--- src/rtl/bcd_pulse_gen.sv ---
// Replays a two-digit BCD count (00-99) as that many pulses on d, with start/busy/done handshake.
// Optional abort input is enabled by defining BCD_PULSE_GEN_ABORT_EN.
module bcd_pulse_gen #(
   parameter int unsigned PULSE_HIGH = 1,  // 1..15
   parameter int unsigned PULSE_GAP  = 1   // 1..15
) (
   input  logic       clk,
   input  logic       reset,
   input  logic       start,
`ifdef BCD_PULSE_GEN_ABORT_EN
   input  logic       abort,
`endif
   input  logic [3:0] d0,
   input  logic [3:0] d1,
   output logic       d,
   output logic [3:0] rem0,
   output logic [3:0] rem1,
   output logic       busy,
   output logic       done,
   output logic       err
);

   typedef enum logic [1:0] {StIdle, StHigh, StLow, StFin} state_e;

   localparam logic [3:0] HighLast = 4'(PULSE_HIGH - 1);
   localparam logic [3:0] GapLast  = 4'(PULSE_GAP - 1);

   state_e     state_q, state_d;
   logic [3:0] phase_q, phase_d;
   logic [3:0] rem0_q, rem0_d;
   logic [3:0] rem1_q, rem1_d;
   logic       d_q, d_d;
   logic       busy_q, busy_d;
   logic       done_q, done_d;
   logic       err_q, err_d;

   logic       req_bad;
   logic       req_zero;
   logic       rem_is_one;
   logic       abort_req;

`ifdef BCD_PULSE_GEN_ABORT_EN
   assign abort_req = abort;
`else
   assign abort_req = 1'b0;
`endif

   assign req_bad    = (d0 > 4'd9) || (d1 > 4'd9);
   assign req_zero   = (d0 == 4'd0) && (d1 == 4'd0);
   assign rem_is_one = (rem1_q == 4'd0) && (rem0_q == 4'd1);

   always_comb begin
      state_d = state_q;
      phase_d = phase_q;
      rem0_d  = rem0_q;
      rem1_d  = rem1_q;
      err_d   = 1'b0;

      unique case (state_q)
         StIdle: begin
            if (start) begin
               if (req_bad) begin
                  err_d = 1'b1;
               end else begin
                  rem0_d  = d0;
                  rem1_d  = d1;
                  phase_d = 4'd0;
                  state_d = req_zero ? StFin : StHigh;
               end
            end
         end
         StHigh: begin
            // An aborted pulse is not counted, so rem keeps the not-yet-emitted total.
            if (abort_req) begin
               state_d = StFin;
               phase_d = 4'd0;
            end else if (phase_q == HighLast) begin
               phase_d = 4'd0;
               if (rem0_q == 4'd0) begin
                  rem0_d = 4'd9;
                  rem1_d = rem1_q - 4'd1;
               end else begin
                  rem0_d = rem0_q - 4'd1;
               end
               state_d = rem_is_one ? StFin : StLow;
            end else begin
               phase_d = phase_q + 4'd1;
            end
         end
         StLow: begin
            if (abort_req) begin
               state_d = StFin;
               phase_d = 4'd0;
            end else if (phase_q == GapLast) begin
               phase_d = 4'd0;
               state_d = StHigh;
            end else begin
               phase_d = phase_q + 4'd1;
            end
         end
         StFin: begin
            state_d = StIdle;
            phase_d = 4'd0;
         end
         default: begin
            state_d = StIdle;
            phase_d = 4'd0;
         end
      endcase

      // Outputs are registered copies of the next state so they line up with it.
      d_d    = (state_d == StHigh);
      busy_d = (state_d == StHigh) || (state_d == StLow);
      done_d = (state_d == StFin);
   end

   always_ff @(posedge clk or negedge reset) begin
      if (!reset) begin
         state_q <= StIdle;
         phase_q <= 4'd0;
         rem0_q  <= 4'd0;
         rem1_q  <= 4'd0;
         d_q     <= 1'b0;
         busy_q  <= 1'b0;
         done_q  <= 1'b0;
         err_q   <= 1'b0;
      end else begin
         state_q <= state_d;
         phase_q <= phase_d;
         rem0_q  <= rem0_d;
         rem1_q  <= rem1_d;
         d_q     <= d_d;
         busy_q  <= busy_d;
         done_q  <= done_d;
         err_q   <= err_d;
      end
   end

   assign d    = d_q;
   assign rem0 = rem0_q;
   assign rem1 = rem1_q;
   assign busy = busy_q;
   assign done = done_q;
   assign err  = err_q;

`ifndef SYNTHESIS
   a_done_err_excl : assert property (@(posedge clk) disable iff (!reset) !(done && err));
   a_rem_bcd       : assert property (@(posedge clk) disable iff (!reset)
                                      (rem0 <= 4'd9) && (rem1 <= 4'd9));
   a_done_idle     : assert property (@(posedge clk) disable iff (!reset) done |-> (!busy && !d));
   a_d_busy        : assert property (@(posedge clk) disable iff (!reset) d |-> busy);
`endif

endmodule

--- config.mk ---
export PLATFORM = sky130hd
export DESIGN_NAME = bcd_pulse_gen
export DESIGN_NICKNAME = d
export VERILOG_FILES = /design/src/rtl/bcd_pulse_gen.sv
export SDC_FILE = /design/constraint.sdc
export NUM_CORES = 1
export LEC_CHECK = 0
export CORE_MARGIN = 2
export CORE_UTILIZATION = 45
export DETAILED_ROUTE_END_ITERATION = 8
export GPL_TIMING_DRIVEN = 0
export PLACE_DENSITY_LB_ADDON = 0.08
export SLEW_MARGIN = 20
export SYNTH_ARGS = -nofsm -noshare
export SYNTH_HDL_FRONTEND = slang
export SYNTH_SLANG_ARGS = --single-unit
--- constraint.sdc ---
create_clock -name clk -period 2 [get_ports clk]
set_input_delay 0.4 -clock clk [delete_from_list [all_inputs] [get_ports clk]]
set_output_delay 0.4 -clock clk [all_outputs]
set_load 0.05 [all_outputs]
**After elaboration in Yosys (flattened, before gate mapping)**

Cells that the tools add are included.

- Logic and storage cells: 63
- Input bits: 11
- Flip-flop bits (word level): 18

- $lt $le $gt $ge: 2
- Reduce and logical (&&, ||, !) cells: 15
- Eq/ne operators: 11
- Mux-type cells: 24
- $add $sub $neg: 3

Operator list:

| operator | number |
|---|---|
| 2-to-1 mux 4 bit | 11 |
| logical NOT 4 bit | 5 |
| one-hot mux 4 bit (2 select lines) | 2 |
| one-hot mux 4 bit (3 select lines) | 1 |
| 2-to-1 mux 2 bit | 5 |
| equality test 2 bit (second input constant) | 4 |
| greater-than comparator 4 bit (second input constant) | 2 |
| != test 2 bit (second input constant) | 4 |
| one-hot mux 2 bit (4 select lines) | 1 |
| subtractor 4 x 1 -> 4 bit (second input constant) | 2 |
| AND reduction 5 bit | 1 |
| adder 4 x 1 -> 4 bit (second input constant) | 1 |
| equality test 2 x 1 -> 1 bit (second input constant) | 2 |
| equality test 4 x 1 -> 1 bit (second input constant) | 1 |
| 2-to-1 mux 1 bit | 4 |
| AND reduction 4 bit | 1 |
| logical AND 1 bit | 2 |
| logical NOT 2 bit | 1 |
| logical OR 1 bit | 2 |
| AND reduction 2 bit | 1 |
| nonzero test 2 bit | 1 |
| OR reduction 2 bit | 1 |

**Depth between registers and ports, before layout**

- Depth in word-level cells: 8
- Depth in mapped cells: 9
- Mapped depth without buffers: 8

**Worst setup path after synthesis**

Ideal clock, no wire load.

- Path kind: register -> register
- From: register rem1_q[0], in the netlist rem1[0]
- To: register busy_q, in the netlist busy
- Path buffers: 0
- Cell stages (with the launch flop): 8
- Setup slack: -2 ps
- Data arrival time: 1889 ps
- Period minus slack after synthesis: 2002 ps
- Cell sequence: dfrtp_1 -> inv_1 -> ha_1 -> nor4b_1 -> a221oi_1 -> o21ai_0 -> ha_1 -> inv_1

- Cells in the longest elaborated chain, start to end: 7
- Elaborated cells between the ends (all ways): 8
- Classes of those cells: eq/ne: 2; mux: 3; reduce/logical: 3

Ends and longest elaborated chain:

| element | RTL line | RTL |
|---|---|---|
| from (decl) | 31 | `logic [3:0] rem1_q, rem1_d;` |
| from (signal assigned) | 131 | `rem1_q <= rem1_d;` |
| logical NOT 4 bit (*) | 50 | `assign rem_is_one = (rem1_q == 4'd0) && (rem0_q == 4'd1);` |
| logical AND 1 bit (*) | 50 |  |
| 2-to-1 mux 1 bit (*) | 85 | `state_d = rem_is_one ? StFin : StLow;` |
| 2-to-1 mux 2 bit (*) | 77 | `end else if (phase_q == HighLast) begin` |
| one-hot mux 2 bit (4 select lines) (*) | 59 | `unique case (state_q)` |
| equality test 2 x 1 -> 1 bit or equality test 2 bit (tied branches) | 113 | `busy_d = (state_d == StHigh) \|\| (state_d == StLow);` |
| logical OR 1 bit (*) | 113 |  |
| via busy_d | 33 | `logic busy_q, busy_d;` |
| to (signal assigned) | 133 | `busy_q <= busy_d;` |
| to (decl) | 33 |  |

The timed path passes the listed nets; every way through them passes the cells marked *.
A chain may end at the register's enable or synchronous reset.

**Worst setup path after layout**

- From: register phase_q[0]
- To: register busy_q, in the netlist busy

- Cells in the longest elaborated chain, start to end: 5
- Elaborated cells between the ends (all ways): 7
- Classes of those cells: eq/ne: 2; mux: 3; reduce/logical: 2

Ends and longest elaborated chain:

| element | RTL line | RTL |
|---|---|---|
| from (decl) | 29 | `logic [3:0] phase_q, phase_d;` |
| from (signal assigned) | 129 | `phase_q <= phase_d;` |
| logical NOT 4 bit (*) | 77, 94 |  |
| 2-to-1 mux 2 bit, on equally long branches | 94, 77 |  |
| one-hot mux 2 bit (4 select lines) (*) | 59 |  |
| equality test 2 x 1 -> 1 bit or equality test 2 bit (tied branches) | 113 |  |
| logical OR 1 bit (*) | 113 |  |
| via busy_d | 33 |  |

Marked as above.

==> summary.md <==
| Metric | Value |
|---|---|
| Hold Violations, Final | `0` |
| Combined area of all synthesized cells | `1150 µm²` |
| Max_cap viols | `0` |
| Antenna violations before repair | `0` |
| Final nets | `182` |
| ANT nets after route | `0` |
| Global-route congestion overflow total | `0` |
| Upper clock frequency limit | `0.502 GHz` |
| Die span in x | `54.6 µm` |
| Filler Cell Count | `216` |
| Summed negative setup slack over all endpoints | `0 ns` |
| Seq/Total Area, Yosys | `0.390` |
| Critical path peak fanout | `3` |
| Number of synthesized register bits | `18` |
| Antenna diode count | `0` |
| RSZ-0062 raised after global routing | `yes` |
| Die area | `2980 µm²` |
| Critical path capture point type | `flop` |
| Number of clock buffers inserted by TritonCTS | `3` |
| Synth Net Count | `149` |
| Worst setup path category | `flop to flop` |
| Max Clock Skew | `0.0129 ns` |
| DR vias | `1134` |
| Row count | `18` |
| Required time at the endpoint of the critical path | `2.20 ns` |
| Vertical die dimension | `54.6 µm` |
| Number of synthesized flops with an enable pin | `0` |
| Period utilisation layout | `0.996` |
| Maximum number of pins on one net before global-route repair | `19` |
| Proportion of register bits with asynchronous set or reset after synthesis | `1.00` |
| Buf/Inv on CP | `3` |
| Time the final worst path needs with I/O delays and setup | `1.99 ns` |
| Total wirelength of the detailed-routed design | `2.95 mm` |
| Number of primary I/O pins | `23` |
| Final Setup Violations | `0` |
| Crit-path leading delay family | `adder cells` |
| Static leakage | `0.000697 µW` |
| Clock tree from TritonCTS | `yes` |
| Post-place setup slack | `-0.215 ns` |
| Slowest cell on the critical path | `sky130_fd_sc_hd__dfrtp_1` |
| Type of the tightest min-delay check | `flop to flop` |
| Area delta synth->final | `37.5%` |
| GRT Util Overall | `0.227` |
| Routability-driven placement congestion ratio | `0.836` |
| Power density over the cells | `1620 nW/µm²` |
| Arrival @ worst endpoint | `2.19 ns` |
| Initial DRC Count | `20` |
| First-pass GRT wire length | `4.83 mm` |
| Average vias per placed instance | `5.94` |
| CTS max path bufs | `2` |
| Peak supply drop | `0.00111 V` |
| Yosys warns | `0` |
| Worst Max-Slew Pin Slew | `0.873 ns` |
| PortBufs | `22` |
| Remaining DRCs | `0` |
| 1st-pass router iterations | `4` |
| Layout cell share with drive strength beyond 1 | `0.205` |
| Headroom to the max-slew limit | `0.416` |
| Startpoint types | `flop` |
| Number of distinct library cells after synthesis | `38` |
| Clock network latency to the later pin of the worst-skew pair | `0.30 ns` |
| CTS Root Buffer Type | `sky130_fd_sc_hd__clkbuf_4` |
| Clock transition at the registers of the reported paths | `0.12 ns` |
| Number of hold buffers added after CTS | `0` |
| Routed WL per cell | `15.4 µm` |
| Post-synth top flop | `sky130_fd_sc_hd__dfrtp_1` |
| Number of global-route vias before repair | `1086` |
| Max-slew violation count | `0` |
| Count of clock tree sinks | `18` |
| Detailed Place HPWL | `2.09 mm` |
| Status | `complete, no violations` |
| Crit path cell chain | `inv_2 -> ha_2 -> or3b_4 -> buf_6 -> a221oi_4 -> o21ai_2 -> ha_1 -> inv_1` |
| Post-route worst setup slack | `0.00877 ns` |
| CORE AREA | `2450 µm²` |
| Per-instance average area after synthesis | `8.94 µm²` |
| H-tree depth | `1` |
| Max incr delay on CP | `0.42 ns` |
| Synthesized instance count | `129` |
| Starting density of the core | `0.470` |
==> layout by cell type (no fill, tap or decap), types with 3 or more instances in the layout <==
cell type                          n
sky130_fd_sc_hd__nand2_1           9
sky130_fd_sc_hd__nand3_1           6
sky130_fd_sc_hd__ha_1              6
sky130_fd_sc_hd__dfrtp_1          16
sky130_fd_sc_hd__inv_1            11
sky130_fd_sc_hd__nor3_1            5
sky130_fd_sc_hd__a21oi_1           4
sky130_fd_sc_hd__dlygate4sd2_1     5
sky130_fd_sc_hd__o31ai_1           3
sky130_fd_sc_hd__buf_4             6
sky130_fd_sc_hd__clkbuf_4          3
sky130_fd_sc_hd__nor2_1            8
sky130_fd_sc_hd__inv_2             3
sky130_fd_sc_hd__clkdlybuf4s50_1  15
sky130_fd_sc_hd__o21ai_0          10
==> flip-flops by register name (all words and copies together), names as in the netlist <==
signal	flops
busy	1
d	1
done	1
err	1
phase_q	4
rem0	4
rem1	4
state_q	2
==> metal layers <==
| layer | part of all wire | up-vias | GRT usage |
|---|---|---|---|
| met4 | 0.026 | 0 | 0.104 |
| li1 | - | 547 | - |
| met2 | 0.45 | 51 | 0.335 |
| met3 | 0.072 | 10 | 0.0492 |
| met1 | 0.46 | 526 | 0.314 |
| met5 | 0 | - | 0 |
==> layout make-up <==
type | count | area [µm²] | share of cell area
timing repair buffer | 28 | 262 | 0.165
tap | 30 | 37.5 | 0.0237
inverter | 14 | 52.6 | 0.0331
clock buffer | 4 | 36.3 | 0.0229
sequential | 18 | 453 | 0.285
multi-input combinational | 93 | 717 | 0.452
buffer | 4 | 28.8 | 0.0181
==> Yosys cell counts (all sizes together), types with 3 or more instances <==
| cell | count | area share |
|---|---|---|
| dfrtp | 18 | 0.39 |
| inv | 14 | 0.046 |
| o21ai | 13 | 0.056 |
| ha | 9 | 0.098 |
| nand2 | 9 | 0.029 |
| nor2 | 8 | 0.026 |
| nand3 | 6 | 0.026 |
| nor3 | 5 | 0.022 |
| a21oi | 4 | 0.017 |
| buf | 3 | 0.013 |
| o31ai | 3 | 0.020 |
==> worst register-to-register path, cell delays in order, from the launching register on <==
cell                       delay [ns]
sky130_fd_sc_hd__dfrtp_1         0.42
sky130_fd_sc_hd__inv_2           0.07
sky130_fd_sc_hd__ha_2            0.17
sky130_fd_sc_hd__or3b_4          0.37
sky130_fd_sc_hd__buf_6           0.13
sky130_fd_sc_hd__a221oi_4        0.32
sky130_fd_sc_hd__o21ai_2         0.10
sky130_fd_sc_hd__ha_1            0.28
sky130_fd_sc_hd__inv_1           0.03
==> where the power goes <==
group          switching, µW  total (µW)  internal [µW]
Sequential               176         683            507
Clock                    124         235            111
Combinational            997        1640            648
==> path summary, 6_finish.rpt <==
path	from	end	slack, ns	depth (start not counted)
worst max-delay path	phase_q[0]$_DFFE_PN0P_	busy$_DFF_PN0_	0.009	8
worst min-delay path	rem1[0]$_DFFE_PN0P_	rem1[0]$_DFFE_PN0P_	0.52	1
worst max register to register	phase_q[0]$_DFFE_PN0P_	busy$_DFF_PN0_	0.009	8
worst min register to register	rem1[0]$_DFFE_PN0P_	rem1[0]$_DFFE_PN0P_	0.52	1
max in group asynchronous	reset	state_q[0]$_DFF_PN0_	0.82	1
min in group asynchronous	reset	rem1[0]$_DFFE_PN0P_	0.58	1
==> logic make-up (layout without fill, tap and decap cells) <==
logic type      after synthesis  count (layout)  share of synthesized area
fa+ha+maj                     9               9                     0.0976
buf+inv                      18              50                     0.0618
mux                           2               2                     0.0195
simple gates                 43              43                      0.204
flops                        18              18                      0.390
compound gates               39              39                      0.227
==> per-stage QoR <==
stage	util	instance area, µm²	hold slack, ns	power, µW	std cells
4_1_cts	0.618	1520	0.526	2470	188
3_3_place_gp	0.575	1410	0.500	2110	181
3_5_place_dp	0.575	1410	0.508	2140	181
6_report	0.646	1590	0.523	2560	191
5_1_grt	0.646	1590	0.561	2760	191
2_1_floorplan	-	1150	0.104	1680	129
==> timing repair <==
item	CTS	global route
pin swaps	2	6
setup buffers	2	3
cloned	1	0
resized for setup	19	12
setup endpoints to repair	12	14
(Power assumes the default switching activity.)
